===== src/rtl/shreg_frame_decoder_if.sv =====
// rtl/shreg_frame_decoder_if.sv - serial input and decoded configuration bundle for shreg_frame_decoder
interface shreg_frame_decoder_if #(
   parameter int DATA_W = 32
);
   logic              ser_in;
   logic              ser_en;
   logic [DATA_W-1:0] cfg_data;
   logic              cfg_update;
   logic              parity_err;
   logic              timeout_err;
   logic              busy;
   logic [7:0]        frame_cnt;
   logic [7:0]        err_cnt;

   modport master (
      output ser_in, ser_en,
      input  cfg_data, cfg_update, parity_err, timeout_err, busy, frame_cnt, err_cnt
   );

   modport slave (
      input  ser_in, ser_en,
      output cfg_data, cfg_update, parity_err, timeout_err, busy, frame_cnt, err_cnt
   );
endinterface


===== src/rtl/shreg_frame_decoder.sv =====
// rtl/shreg_frame_decoder.sv - sync-hunting serial frame decoder committing even-parity payloads to a config register
module shreg_frame_decoder #(
   parameter int                DATA_W    = 32,
   parameter logic [7:0]        SYNC      = 8'hA5,
   parameter int                IDLE_MAX  = 64,
   parameter logic [DATA_W-1:0] RESET_VAL = '0
) (
   input logic                clk,
   input logic                rst,
   shreg_frame_decoder_if.slave bus
);
   localparam int BW = $clog2(DATA_W);
   localparam int IW = $clog2(IDLE_MAX + 1);

   typedef enum logic [1:0] {HUNT, PAYLOAD, PARITY} state_t;

   state_t            state_q, state_d;
   logic [7:0]        window;
   logic [DATA_W-1:0] payload;
   logic [BW-1:0]     bit_cnt;
   logic [IW-1:0]     idle_cnt;
   logic              acc;
   logic [DATA_W-1:0] cfg_data;
   logic              cfg_update, parity_err, timeout_err, busy;
   logic [7:0]        frame_cnt, err_cnt;

   logic [7:0] win_next;
   logic       idle_expired;
   logic       commit, perr_d, terr_d;

   assign win_next     = {window[6:0], bus.ser_in};
   assign idle_expired = (idle_cnt == IW'(IDLE_MAX - 1));

   always_comb begin
      state_d = state_q;
      commit  = 1'b0;
      perr_d  = 1'b0;
      terr_d  = 1'b0;
      case (state_q)
         HUNT: begin
            if (bus.ser_en && win_next == SYNC) state_d = PAYLOAD;
         end
         PAYLOAD: begin
            if (bus.ser_en) begin
               if (bit_cnt == BW'(DATA_W - 1)) state_d = PARITY;
            end else if (idle_expired) begin
               state_d = HUNT;
               terr_d  = 1'b1;
            end
         end
         PARITY: begin
            if (bus.ser_en) begin
               state_d = HUNT;
               commit  = ~(acc ^ bus.ser_in);
               perr_d  = acc ^ bus.ser_in;
            end else if (idle_expired) begin
               state_d = HUNT;
               terr_d  = 1'b1;
            end
         end
         default: state_d = HUNT;
      endcase
   end

   always_ff @(posedge clk) begin
      if (rst) begin
         state_q     <= HUNT;
         window      <= '0;
         payload     <= '0;
         bit_cnt     <= '0;
         idle_cnt    <= '0;
         acc         <= 1'b0;
         cfg_data    <= RESET_VAL;
         cfg_update  <= 1'b0;
         parity_err  <= 1'b0;
         timeout_err <= 1'b0;
         busy        <= 1'b0;
         frame_cnt   <= '0;
         err_cnt     <= '0;
      end else begin
         state_q     <= state_d;
         cfg_update  <= commit;
         parity_err  <= perr_d;
         timeout_err <= terr_d;
         busy        <= (state_d != HUNT);
         if (commit) begin
            cfg_data  <= payload;
            frame_cnt <= frame_cnt + 8'd1;
         end
         if ((perr_d || terr_d) && err_cnt != 8'hFF) err_cnt <= err_cnt + 8'd1;

         if (bus.ser_en) begin
            idle_cnt <= '0;
            case (state_q)
               HUNT: begin
                  // window is cleared on a match so the next hunt starts fresh
                  window  <= (state_d == PAYLOAD) ? 8'h00 : win_next;
                  bit_cnt <= '0;
                  acc     <= 1'b0;
               end
               PAYLOAD: begin
                  payload <= {payload[DATA_W-2:0], bus.ser_in};
                  acc     <= acc ^ bus.ser_in;
                  bit_cnt <= bit_cnt + BW'(1);
               end
               default: ;
            endcase
         end else if (state_q != HUNT) begin
            idle_cnt <= terr_d ? '0 : idle_cnt + IW'(1);
         end
      end
   end

   assign bus.cfg_data    = cfg_data;
   assign bus.cfg_update  = cfg_update;
   assign bus.parity_err  = parity_err;
   assign bus.timeout_err = timeout_err;
   assign bus.busy        = busy;
   assign bus.frame_cnt   = frame_cnt;
   assign bus.err_cnt     = err_cnt;
endmodule


===== src/flat_wrapper.sv =====
// flat-port wrapper written by rule: the top's interface ports become plain ports
module shreg_frame_decoder_flat 
#(
   parameter int                DATA_W    = 32,
   parameter logic [7:0]        SYNC      = 8'hA5,
   parameter int                IDLE_MAX  = 64,
   parameter logic [DATA_W-1:0] RESET_VAL = '0
)
  (clk, rst, bus_ser_in, bus_ser_en, bus_cfg_data, bus_cfg_update, bus_parity_err, bus_timeout_err, bus_busy, bus_frame_cnt, bus_err_cnt);
  shreg_frame_decoder_if #(.DATA_W(DATA_W)) bus_i ();
  input logic clk;
  input logic rst;
  input wire logic [$bits(bus_i.ser_in)-1:0] bus_ser_in;
  input wire logic [$bits(bus_i.ser_en)-1:0] bus_ser_en;
  output wire logic [$bits(bus_i.cfg_data)-1:0] bus_cfg_data;
  output wire logic [$bits(bus_i.cfg_update)-1:0] bus_cfg_update;
  output wire logic [$bits(bus_i.parity_err)-1:0] bus_parity_err;
  output wire logic [$bits(bus_i.timeout_err)-1:0] bus_timeout_err;
  output wire logic [$bits(bus_i.busy)-1:0] bus_busy;
  output wire logic [$bits(bus_i.frame_cnt)-1:0] bus_frame_cnt;
  output wire logic [$bits(bus_i.err_cnt)-1:0] bus_err_cnt;
  assign bus_i.ser_in = bus_ser_in;
  assign bus_i.ser_en = bus_ser_en;
  assign bus_cfg_data = bus_i.cfg_data;
  assign bus_cfg_update = bus_i.cfg_update;
  assign bus_parity_err = bus_i.parity_err;
  assign bus_timeout_err = bus_i.timeout_err;
  assign bus_busy = bus_i.busy;
  assign bus_frame_cnt = bus_i.frame_cnt;
  assign bus_err_cnt = bus_i.err_cnt;
  shreg_frame_decoder #(.DATA_W(DATA_W), .SYNC(SYNC), .IDLE_MAX(IDLE_MAX), .RESET_VAL(RESET_VAL)) u_core (.clk(clk), .rst(rst), .bus(bus_i));
endmodule

===== config.mk =====
export PLATFORM = sky130hd
export DESIGN_NAME = shreg_frame_decoder_flat
export DESIGN_NICKNAME = d
export VERILOG_FILES = /design/src/rtl/shreg_frame_decoder_if.sv /design/src/rtl/shreg_frame_decoder.sv /design/src/flat_wrapper.sv
export SDC_FILE = /design/constraint.sdc
export NUM_CORES = 1
export LEC_CHECK = 0
export CORE_ASPECT_RATIO = 2
export CORE_UTILIZATION = 54
export DETAILED_ROUTE_END_ITERATION = 16
export PLACE_DENSITY = 0.79
export SLEW_MARGIN = 20
export SYNTH_ARGS = -nofsm -noshare
export SYNTH_HDL_FRONTEND = slang
export SYNTH_SLANG_ARGS = --single-unit

===== constraint.sdc =====
create_clock -name clk -period 2.6 [get_ports clk]
set_clock_uncertainty 0.1 [all_clocks]
set_input_delay 0.65 -clock clk [delete_from_list [all_inputs] [get_ports clk]]
set_output_delay 0.65 -clock clk [all_outputs]
set_load 0.02 [all_outputs]

; Yosys cells after proc, flatten, opt, wreduce, memory -nomap -nowiden
; Index checks and enable logic that the tools add are counted.
[totals]
elab_cells = 55
ff_bits = 106
input_bits = 4
out_inout_bits = 52
[op_classes]
n_bitwise = 2
muxes = 17
eq_ne = 7
n_addsub = 4
reduce_logical = 12
[op_table]
columns = operator, n
row1 = $add A8 B1 Y8 const B, 2
row2 = $mux W7, 2
row3 = $mux W2, 5
row4 = $pmux W5 S2, 1
row5 = $eq A8 B8 Y1 const B, 1
row6 = $ne A8 B8 Y1 const B, 1
row7 = $add A7 B1 Y7 const B, 1
row8 = $eq A7 B6 Y1 const B, 1
row9 = $mux W1, 7
row10 = $pmux W2 S3, 1
row11 = $reduce_and A2 Y1, 3
row12 = $reduce_bool A2 Y1, 3
row13 = $add A5 B1 Y5 const B, 1
row14 = $eq A5 B5 Y1 const B, 1
row15 = $eq A2 B1 Y1 const B, 2
row16 = $reduce_or A2 Y1, 2
row17 = $eq A2 B2 Y1 const B, 1
row18 = $logic_and A1 B1 Y1, 2
row19 = $logic_not A2 Y1, 1
row20 = $pmux W1 S2, 1
row21 = $logic_or A1 B1 Y1, 1
row22 = $not A1 Y1, 1
row23 = $xor A1 B1 Y1, 1

; Logic depth before layout (Yosys ltp)
; Gate-level depths: netlist of run 1.
[logic_depth]
ltp_word = 6
ltp_mapped = 8

; Worst setup path after synthesis of run 1
; Ideal clock, no wire load.
[synth_timing]
kind = input to register
start = input port bus_ser_en
end = register u_core.window[0]
path_slack_ps = 542
n_path_buf = 1
required_ps = 2440
setup_ps = 60
arrival_time_ps = 1898
stages = 6
cell_sequence = buf_4 nor3b_1 and2_4 o32a_1 a311oi_4 a22o_1
[synth_via]
elab_chain_cells = 5
elab_cells_between_ends = 8
[synth_lines]
columns = element, line
row1 = start: declaration, flat_wrapper.sv:14  ; input wire logic [$bits(bus_i.ser_en)-1:0] bus_ser_en;
row2 = $logic_and A1 B1 Y1, shreg_frame_decoder.sv:41  ; if (bus.ser_en && win_next == SYNC) state_d = PAYLOAD;
row3 = $mux W2, shreg_frame_decoder.sv:41
row4 = $pmux W2 S3, shreg_frame_decoder.sv:39  ; case (state_q)
row5 = $eq A2 B1 Y1, shreg_frame_decoder.sv:97  ; window <= (state_d == PAYLOAD) ? 8'h00 : win_next;
row6 = $mux W7, shreg_frame_decoder.sv:97
row7 = end signal: assignment, shreg_frame_decoder.sv:97
row8 = end: declaration, shreg_frame_decoder.sv:18  ; logic [7:0] window;
; Parallel ways exist; a longest one is shown, timed or not.
; A chain may end at the register's enable or synchronous reset.

; Final worst setup path of run 1
[layout_timing]
start = input port bus_ser_en
end = register u_core.window[2]
; The elaborated chain is that of the path after synthesis.

==> metrics.cfg, run 1 <==
[clock_network]
clk_pin_slew_ps = 70
cts_sinks = 106
cts-root-buf = clkbuf_16
htree_num_levels = 3
clk_path_buf_depth = 2
clk_latency_ps = 340
post_cts_buffers = 0
hold_buffers = 0
tritoncts = yes
cts_resized = 0
cts_buffers = 9

[logic_synthesis]
synth_top_area_cell = dfxtp_1
yosys-top-cells-area = dfxtp_1 52%, nand2_1 13%, a21oi_1 8.5%
ys.flop_type = dfxtp_1
syn_area_per_cell_sq_um = 8.40
ys_warn_count = 0
syn_area_sq_um = 4080
synthCells = 486
synthArstFlopShare_pct = 0
yosysUniqueCellTypes = 41
synth_edf_count = 0
synth-seq-cells = 106
ys_seq_area_share_pct = 52.0
yosysTopAreaCellShare_pct = 52.0
synth_nets = 499

[critical_path]
cpMaxStageDelayCell = clkdlybuf4s50_1
path_class = primary input to register
critPathLaunch = bus_ser_en
slowest_delay_ps = 570
critPathMaxFanout = 11
crit_path_end = u_core.window[2]
rrSetupSlack_ps = 380
cp_top_family = compound AO/OA/AOI/OAI gates
r2r-start = u_core.bit_cnt[0]
crit_path_end_kind = register
worstPathRequired_ps = 2780
startpoint_type = primary input
rr_worst_depth = 7
arrival_ps = 2530
worstPathCellList = clkdlybuf4s50_1 -> buf_4 -> a31oi_1 -> o32a_1 -> a311oi_4 -> a22o_1
path_buf_inv = 2
path_depth = 6
regToRegEndpoint = u_core.window[2]

[place]
port_buffers = 55
gp_congestion = 0.887
dpl_cell_area_sq_um = 4760
post-dp-hpwl_mm = 5.79
numPlacedInstances = 616

[power]
power_frac_comb_pct = 1.9
p_sw_share_pct = 21.3
p_switching_uw = 626
power.internal_mw = 2.32
ir_drop_mv = 0.483
cellPowerDensity_nw_per_um2 = 585
p_clk_share_pct = 43.0
leakagePower_nw = 1.71
p_seq_share_pct = 55.2

[sta]
rsz0062_at_grt = false
post-route-period-util_pct = 90.3
finalHoldViolations = 0
finalSetupTns_ps = 0
holdWs_ps = 354
tightest_slew_ps = 540
final_max_slew_viol_count = 0
max_slew_margin_pct = 64.0
setup_viol = 0
finalCriticalPeriod_ps = 2350
fmax_mhz = 426

[floorplan]
coreArea_sq_um = 7270
ios = 56
die_area_sq_um = 7940
rows = 44
die_height_microns = 125
die_x_microns = 63.5
initial_core_util_pct = 56.2

[drt]
drt_wl_total_mm = 8.47
dr.pass1.iters = 6
antenna_left = 0
drc = 0
drt-initial-drc-count = 211
dr_total_vias = 3427
viasPerCell = 5.42
wl_per_cell_microns = 13.4

[finish]
final_cells = 632
nNetsFinal = 548
syn_to_final_growth_pct = 23.4
final_area_sq_um = 5040
diodes = 0
postLayoutCoreUtil_pct = 69.4
drive_above_1_share_pct = 7.04

[global_route]
grt-ovfl-total = 0
grt_util_all_layers_pct = 22.8
antenna_found_initial = 0
grt_pass1_wl_mm = 14.3
grt_max_degree = 82
grt_pass1_vias = 3259

[hold_path]
min_path_type = register to register

[run_status]
outcome = complete, no violations

[run]
drv_cap = 0

==> cell usage in the layout (no fill, tap or decap), drive strengths merged, types with 2 or more instances in the layout <==
cell / netlist / final
a21oi: 69 / 69
a22o: 7 / 7
a22oi: 6 / 6
and2: 3 / 3
and3: 5 / 5
buf: 6 / 14
clkbuf: 24 / 11
clkdlybuf4s50: 0 / 54
clkinv: 0 / 3
dfxtp: 106 / 106
ha: 9 / 9
inv: 4 / 5
mux2i: 3 / 3
nand2: 143 / 143
nand2b: 3 / 3
nand3: 9 / 9
nand4: 3 / 3
nor2: 35 / 35
nor2b: 3 / 3
nor3: 9 / 9
nor3b: 2 / 2
nor4b: 3 / 3
o21ai: 5 / 5
xnor2: 9 / 9
xor2: 9 / 9
==> metrics by stage <==
stage / total power, mW / setup slack (ps)
after detailed placement: 1.72 / -70.7
after CTS: 2.97 / 273
after floorplan: 1.70 / 542
after global placement: 1.72 / -5.90
after global routing: 3.03 / 138
final: 2.95 / 252
==> cell usage after synthesis (all sizes together), types with 2 or more instances <==
cell type,count
buf,6
a22o,7
inv,4
dfxtp,106
o21ai,5
nand4,3
xnor2,9
and2,3
nand3,9
nor3b,2
mux2i,3
nand2,143
nor2b,3
clkbuf,24
nand2b,3
and3,5
nor2,35
a21oi,69
nor3,9
xor2,9
ha,9
a22oi,6
nor4b,3
==> flip-flops by register name, summed over array words and instances, names as in the netlist <==
| signal | cells |
|---|---|
| u_core.acc | 1 |
| u_core.bit_cnt | 5 |
| u_core.bus.busy | 1 |
| u_core.bus.cfg_data | 32 |
| u_core.bus.cfg_update | 1 |
| u_core.bus.err_cnt | 8 |
| u_core.bus.frame_cnt | 8 |
| u_core.bus.parity_err | 1 |
| u_core.bus.timeout_err | 1 |
| u_core.idle_cnt | 7 |
| u_core.payload | 32 |
| u_core.state_q | 2 |
| u_core.window | 7 |
==> worst min path at each step <==
stage | from | end | slack, ps | cells past startpoint
global placement | u_core.payload[31] | u_core.payload[31] | 350 | 2
CTS | u_core.bus.cfg_data[12] | u_core.bus.cfg_data[12] | 360 | 2
detailed placement | u_core.bus.cfg_data[12] | u_core.bus.cfg_data[12] | 350 | 2
global route | u_core.bus.cfg_data[4] | u_core.bus.cfg_data[4] | 380 | 2
finish | u_core.bus.cfg_data[18] | u_core.bus.cfg_data[18] | 350 | 2
floorplan | u_core.payload[31] | u_core.bus.cfg_data[31] | 330 | 2
==> cell families after synthesis <==
logic type	after synthesis	share of synthesized area [%]
adders and majority gates	9	2.76
muxes	3	0.735
xor gates and xnor gates	18	4.04
and+or+nand+nor	223	23.7
AOI/OAI and AO/OA	93	13.5
buffers and inverters	34	3.31
DFF	106	52.0
==> power by group through the flow <==
stage / logic [mW] / clock network (mW) / registers [mW]
CTS: 0.0545 / 1.29 / 1.63
global route: 0.0608 / 1.34 / 1.63
finish: 0.0547 / 1.27 / 1.63
detailed placement: 0.0542 / 0 / 1.66
global placement: 0.0541 / 0 / 1.66
floorplan: 0.0365 / 0 / 1.66
==> worst min-delay path: cells and delay by family (launching register included) <==
family          cells  cell delay (ps)
flops               1              310
compound gates      1               50
simple gates        1               50
==> layout make-up <==
| type | count | area, sq um |
|---|---|---|
| fill | 627 | 2230 |
| sequential | 106 | 2120 |
| multi-input combinational | 346 | 1830 |
| timing repair buffer | 68 | 681 |
| clock buffer | 11 | 243 |
| tap | 92 | 115 |
| clock inverter | 5 | 38.8 |
| inverter | 4 | 15.0 |
==> layer usage <==
| layer | GRT usage (%) | part of all wire [%] |
|---|---|---|
| met1 | 23.6 | 40 |
| met2 | 42.4 | 55 |
| met3 | 4.84 | 3.2 |
| met4 | 9.63 | 1.8 |
| met5 | 0 | 0 |
Power figures use the tool's default switching activity.
==> run 2, diff against run 1 <==
--- a/config.mk
+++ b/config.mk
@@ -8,7 +8,7 @@
 export CORE_ASPECT_RATIO = 2
 export CORE_UTILIZATION = 54
 export DETAILED_ROUTE_END_ITERATION = 16
-export PLACE_DENSITY = 0.79
+export PLACE_DENSITY_LB_ADDON = 0.15
 export SLEW_MARGIN = 20
 export SYNTH_ARGS = -nofsm -noshare
 export SYNTH_HDL_FRONTEND = slang
==> run 2 against run 1 <==
Against the previous run:
- routed wire length shrank 1.7%
- first-iteration DRC count down 23%
- non-clock buffer count did not move
==> metrics.cfg, run 2 (synthesis gave the netlist of run 1 again) <==
[floorplan]
ios = 56  ; unchanged
coreArea_sq_um = 7270  ; unchanged
die_height_microns = 125  ; unchanged
initial_core_util_pct = 56.2  ; unchanged
die_x_microns = 63.5  ; unchanged
rows = 44  ; unchanged
die_area_sq_um = 7940  ; unchanged

[place]
numPlacedInstances = 616  ; unchanged
post-dp-hpwl_mm = 5.67  ; was 5.79 mm
preCtsSetupSlack_ps = -99.5  ; was -70.7 ps
gp_congestion = 0.926  ; was 0.887
dpl_cell_area_sq_um = 4770  ; was 4760 sq um
port_buffers = 55  ; unchanged

[power]
ir_drop_mv = 0.450  ; was 0.483 mV
p_seq_share_pct = 53.1  ; was 55.2%
p_sw_share_pct = 20.9  ; was 21.3%
p_clk_share_pct = 45.1  ; was 43.0%
p_switching_uw = 639  ; was 626 uW
power.internal_mw = 2.42  ; was 2.32 mW
leakagePower_nw = 1.73  ; was 1.71 nW
power_frac_comb_pct = 1.8  ; was 1.9%
finalPower_mw = 3.06  ; was 2.95 mW
cellPowerDensity_nw_per_um2 = 602  ; was 585 nW/um^2

[clock_network]
cts-root-buf = clkbuf_16  ; unchanged
post_cts_buffers = 0  ; unchanged
clk_path_buf_depth = 2  ; unchanged
clk_pin_slew_ps = 70  ; about the same
cts_buffers = 9  ; unchanged
cts_resized = 0  ; unchanged
htree_num_levels = 3  ; unchanged
cts_sinks = 106  ; unchanged
tritoncts = yes  ; unchanged
hold_buffers = 0  ; unchanged
clk_latency_ps = 340  ; about the same

[critical_path]
path_class = primary input to register  ; unchanged
startpoint_type = primary input  ; unchanged
arrival_ps = 2510  ; was 2530 ps
worstPathRequired_ps = 2720  ; was 2780 ps
cpMaxStageDelayCell = nor3b_1  ; was clkdlybuf4s50_1
crit_path_end_kind = register  ; unchanged
critPathMaxFanout = 8  ; was 11
worstPathCellList = clkdlybuf4s50_1 -> nor3b_1 -> a32oi_2 -> buf_4 -> nor4b_1 -> nor3_1  ; was clkdlybuf4s50_1 -> buf_4 -> a31oi_1 -> o32a_1 -> a311oi_4 -> a22o_1
path_buf_inv = 2  ; unchanged
cp_top_family = simple AND/OR/NAND/NOR gates  ; was compound AO/OA/AOI/OAI gates
slowest_delay_ps = 490  ; was 570 ps

[sta]
tightest_slew_ps = 563  ; was 540 ps
finalHoldViolations = 0  ; unchanged
post-route-period-util_pct = 91.9  ; was 90.3%
final_max_slew_viol_count = 0  ; unchanged
setup_viol = 0  ; unchanged
finalSetupTns_ps = 0  ; unchanged
rsz0062_at_grt = false  ; unchanged
max_slew_margin_pct = 62.4  ; was 64.0%
fmax_mhz = 418  ; was 426 MHz
fin_ws_ps = 210  ; was 252 ps
finalCriticalPeriod_ps = 2390  ; was 2350 ps
holdWs_ps = 354  ; about the same

[finish]
diodes = 0  ; unchanged
postLayoutCoreUtil_pct = 70.0  ; was 69.4%
final_common_cell = nand2_1  ; unchanged
largestRegisters = u_core.bus.cfg_data (32), u_core.payload (32)  ; unchanged
final_cells = 632  ; unchanged
drive_above_1_share_pct = 7.22  ; was 7.04%
nNetsFinal = 548  ; unchanged
syn_to_final_growth_pct = 24.5  ; was 23.4%
final_cell_mix = 143 x nand2_1, 106 x dfxtp_1, 69 x a21oi_1, 54 x clkdlybuf4s50_1, 34 x nor2_1  ; unchanged
final_area_sq_um = 5080  ; was 5040 sq um

[drt]
drt-initial-drc-count = 162  ; was 211
drt_wl_total_mm = 8.32  ; was 8.47 mm
viasPerCell = 5.33  ; was 5.42
dr_total_vias = 3370  ; was 3427
wl_per_cell_microns = 13.2  ; was 13.4 microns
antenna_left = 0  ; unchanged
drc = 0  ; unchanged
dr.pass1.iters = 6  ; unchanged

[run]
drv_cap = 0  ; unchanged

[run_status]
outcome = complete, no violations  ; unchanged

[global_route]
grt_pass1_vias = 3185  ; was 3259
antenna_found_initial = 0  ; unchanged
grt_max_degree = 90  ; was 82
grt_util_all_layers_pct = 22.6  ; was 22.8%
grt-ovfl-total = 0  ; unchanged
grt_pass1_wl_mm = 14.4  ; was 14.3 mm

[hold_path]
min_path_type = register to register  ; unchanged

-- run 2: tightest hold or removal path, cell delays in order (launching register included) --
cell     delay [ps]
dfxtp_1         310
nand2_1          50
a21oi_1          50
-- run 2: layer usage --
layer	track usage, %	vias up	routed length, microns
li1	-	1709	-
met1	25.9	1574	3480
met2	38.3	69	4320
met3	3.83	18	252
met4	13.6	0	270
met5	0	-	0
-- run 2: area by class of cell --
type | instances | area [sq um]
fill | 623 | 2180
sequential | 106 | 2120
multi-input combinational | 346 | 1830
timing repair buffer | 68 | 693
clock buffer | 10 | 239
tap | 92 | 115
clock inverter | 6 | 73.8
inverter | 4 | 15.0
-- run 2: path summary, 6_finish.rpt --
| kind | from | to | slack, ps | depth (start not counted) |
|---|---|---|---|---|
| hold / removal | u_core.bus.cfg_data[13] | u_core.bus.cfg_data[13] | 350 | 2 |
| setup reg to reg | u_core.bit_cnt[0] | u_core.window[5] | 400 | 7 |
| hold reg to reg | u_core.bus.cfg_data[13] | u_core.bus.cfg_data[13] | 350 | 2 |
| setup / recovery | bus_ser_en | u_core.bus.err_cnt[6] | 210 | 6 |
-- run 2: power by group through the flow --
stage	registers (mW)	logic [mW]	clock network, mW
4_1_cts	1.63	0.0539	1.41
3_3_place_gp	1.66	0.0529	0
3_5_place_dp	1.66	0.0536	0
6_report	1.63	0.0538	1.38
5_1_grt	1.62	0.0594	1.48
2_1_floorplan	1.66	0.0365	0
==> run 3, diff against run 2 <==
--- a/config.mk
+++ b/config.mk
@@ -9,6 +9,7 @@
 export CORE_UTILIZATION = 54
 export DETAILED_ROUTE_END_ITERATION = 16
 export PLACE_DENSITY_LB_ADDON = 0.15
+export REMOVE_ABC_BUFFERS = 1
 export SLEW_MARGIN = 20
 export SYNTH_ARGS = -nofsm -noshare
 export SYNTH_HDL_FRONTEND = slang
==> run 3 against run 2 <==
Against the previous run:
- flip-flop and latch count is the same
- critical path depth is the same
- largest cell class unchanged
- register-to-register slack lost 70 ps
- largest power group unchanged
- cell count shrank 0.32%
==> metrics.cfg, run 3 (synthesis gave the netlist of run 1 again) <==
[hold_path]
holdCritStartpoint = u_core.bus.cfg_data[12]  ; was u_core.bus.cfg_data[13]
min_path_cells = 2  ; unchanged
min_path_type = register to register  ; unchanged

[sta]
final_max_slew_viol_count = 0  ; unchanged
tightest_slew_ps = 502  ; was 563 ps
rsz0062_at_grt = false  ; unchanged
setup_viol = 0  ; unchanged
post-route-period-util_pct = 89.7  ; was 91.9%
finalHoldViolations = 0  ; unchanged
finalCriticalPeriod_ps = 2330  ; was 2390 ps
finalSetupTns_ps = 0  ; unchanged
fmax_mhz = 429  ; was 418 MHz
max_slew_margin_pct = 66.5  ; was 62.4%

[clock_network]
cts_resized = 0  ; unchanged
cts-root-buf = clkbuf_16  ; unchanged
cts_buffers = 9  ; unchanged
clk_pin_slew_ps = 60  ; was 70 ps
post_cts_buffers = 0  ; unchanged
htree_num_levels = 3  ; unchanged
clk_latency_ps = 340  ; about the same
clk_path_buf_depth = 2  ; unchanged
hold_buffers = 0  ; unchanged
tritoncts = yes  ; unchanged
cts_sinks = 106  ; unchanged

[critical_path]
rr_worst_depth = 8  ; was 7
r2r-start = u_core.bit_cnt[0]  ; unchanged
regToRegEndpoint = u_core.window[3]  ; was u_core.window[5]
crit_path_end = u_core.window[3]  ; was u_core.bus.err_cnt[6]
path_class = primary input to register  ; unchanged
crit_path_end_kind = register  ; unchanged
rrSetupSlack_ps = 330  ; was 400 ps
worstPathRequired_ps = 2790  ; was 2720 ps
critPathLaunch = bus_ser_en  ; unchanged
startpoint_type = primary input  ; unchanged
arrival_ps = 2520  ; was 2510 ps
critPathMaxFanout = 7  ; was 8

[run_status]
outcome = complete, no violations  ; unchanged

[place]
gp_congestion = 0.781  ; was 0.926
post-dp-hpwl_mm = 5.53  ; was 5.67 mm
port_buffers = 55  ; unchanged

[power]
p_seq_share_pct = 55.6  ; was 53.1%
power_frac_comb_pct = 1.8  ; about the same
leakagePower_nw = 1.71  ; was 1.73 nW
finalPower_mw = 2.92  ; was 3.06 mW
p_sw_share_pct = 20.1  ; was 20.9%
ir_drop_mv = 0.407  ; was 0.450 mV
p_clk_share_pct = 42.6  ; was 45.1%
p_switching_uw = 589  ; was 639 uW
cellPowerDensity_nw_per_um2 = 580  ; was 602 nW/um^2
power.internal_mw = 2.34  ; was 2.42 mW

[drt]
dr_total_vias = 3346  ; was 3370
wl_per_cell_microns = 12.7  ; was 13.2 microns
drc = 0  ; unchanged
dr.pass1.iters = 4  ; was 6
viasPerCell = 5.31  ; was 5.33
drt_wl_total_mm = 7.99  ; was 8.32 mm
antenna_left = 0  ; unchanged
drt-initial-drc-count = 263  ; was 162

[finish]
diodes = 0  ; unchanged
syn_to_final_growth_pct = 23.3  ; was 24.5%
final_cell_mix = 143 x nand2_1, 106 x dfxtp_1, 69 x a21oi_1, 54 x clkdlybuf4s50_1, 34 x nor2_1  ; unchanged
final_common_cell = nand2_1  ; unchanged
drive_above_1_share_pct = 6.51  ; was 7.22%
largestRegisters = u_core.bus.cfg_data (32), u_core.payload (32)  ; unchanged
postLayoutCoreUtil_pct = 69.3  ; was 70.0%
nNetsFinal = 547  ; was 548

[floorplan]
ios = 56  ; unchanged
die_area_sq_um = 7940  ; unchanged
rows = 44  ; unchanged
die_x_microns = 63.5  ; unchanged
coreArea_sq_um = 7270  ; unchanged
die_height_microns = 125  ; unchanged
initial_core_util_pct = 56.2  ; unchanged

[global_route]
grt_pass1_vias = 3157  ; was 3185
grt_max_degree = 53  ; was 90
grt_pass1_wl_mm = 13.8  ; was 14.4 mm
grt_util_all_layers_pct = 21.8  ; was 22.6%
grt-ovfl-total = 0  ; unchanged
antenna_found_initial = 0  ; unchanged

[run]
drv_cap = 0  ; unchanged

-- run 3: worst max-delay path, cell delays in order --
cell             delay [ps]
clkdlybuf4s50_1         570
nor3b_1                 110
and2_4                  180
o32a_1                  400
a311oi_4                410
a22o_1                  190
-- run 3: layout make-up --
type	count	area (sq um)
clock buffer	13	260
sequential	106	2120
timing repair buffer	67	686
multi-input combinational	346	1830
inverter	4	15.0
tap	92	115
clock inverter	2	12.5
fill	642	2230
-- run 3: through the flow --
step	cells	hold slack, ps	instance area (sq um)	setup WS [ps]
2_1_floorplan	456	326	3960	385
3_3_place_gp	615	340	4760	-15.7
3_5_place_dp	615	345	4760	-62.9
4_1_cts	630	354	5040	285
5_1_grt	630	377	5040	191
6_report	630	352	5040	268
-- run 3: power by group through the flow --
| stage | Combinational [mW] | Clock (mW) | Sequential [mW] |
|---|---|---|---|
| 3_3_place_gp | 0.0515 | 0 | 1.66 |
| 6_report | 0.0529 | 1.24 | 1.63 |
| 2_1_floorplan | 0.0128 | 0 | 1.66 |
| 3_5_place_dp | 0.0526 | 0 | 1.66 |
| 4_1_cts | 0.0527 | 1.27 | 1.63 |
| 5_1_grt | 0.0580 | 1.33 | 1.63 |
-- run 3: layer usage --
metal / up-vias / GRT usage (%) / wire [microns] / part of all wire, %
met5: - / 0 / 0 / 0
met2: 64 / 37.7 / 4150 / 52
met3: 14 / 5.57 / 301 / 3.8
met1: 1562 / 24.3 / 3340 / 42
li1: 1706 / - / - / -
met4: 0 / 10.3 / 197 / 2.5
-- run 3: worst min-delay path by stage --
stage                              endpoint  slack, ps
floorplan           u_core.bus.cfg_data[31]        330
global placement    u_core.bus.cfg_data[21]        340
CTS                 u_core.bus.cfg_data[12]        350
global route         u_core.bus.cfg_data[3]        380
detailed placement  u_core.bus.cfg_data[12]        350
finish              u_core.bus.cfg_data[12]        350
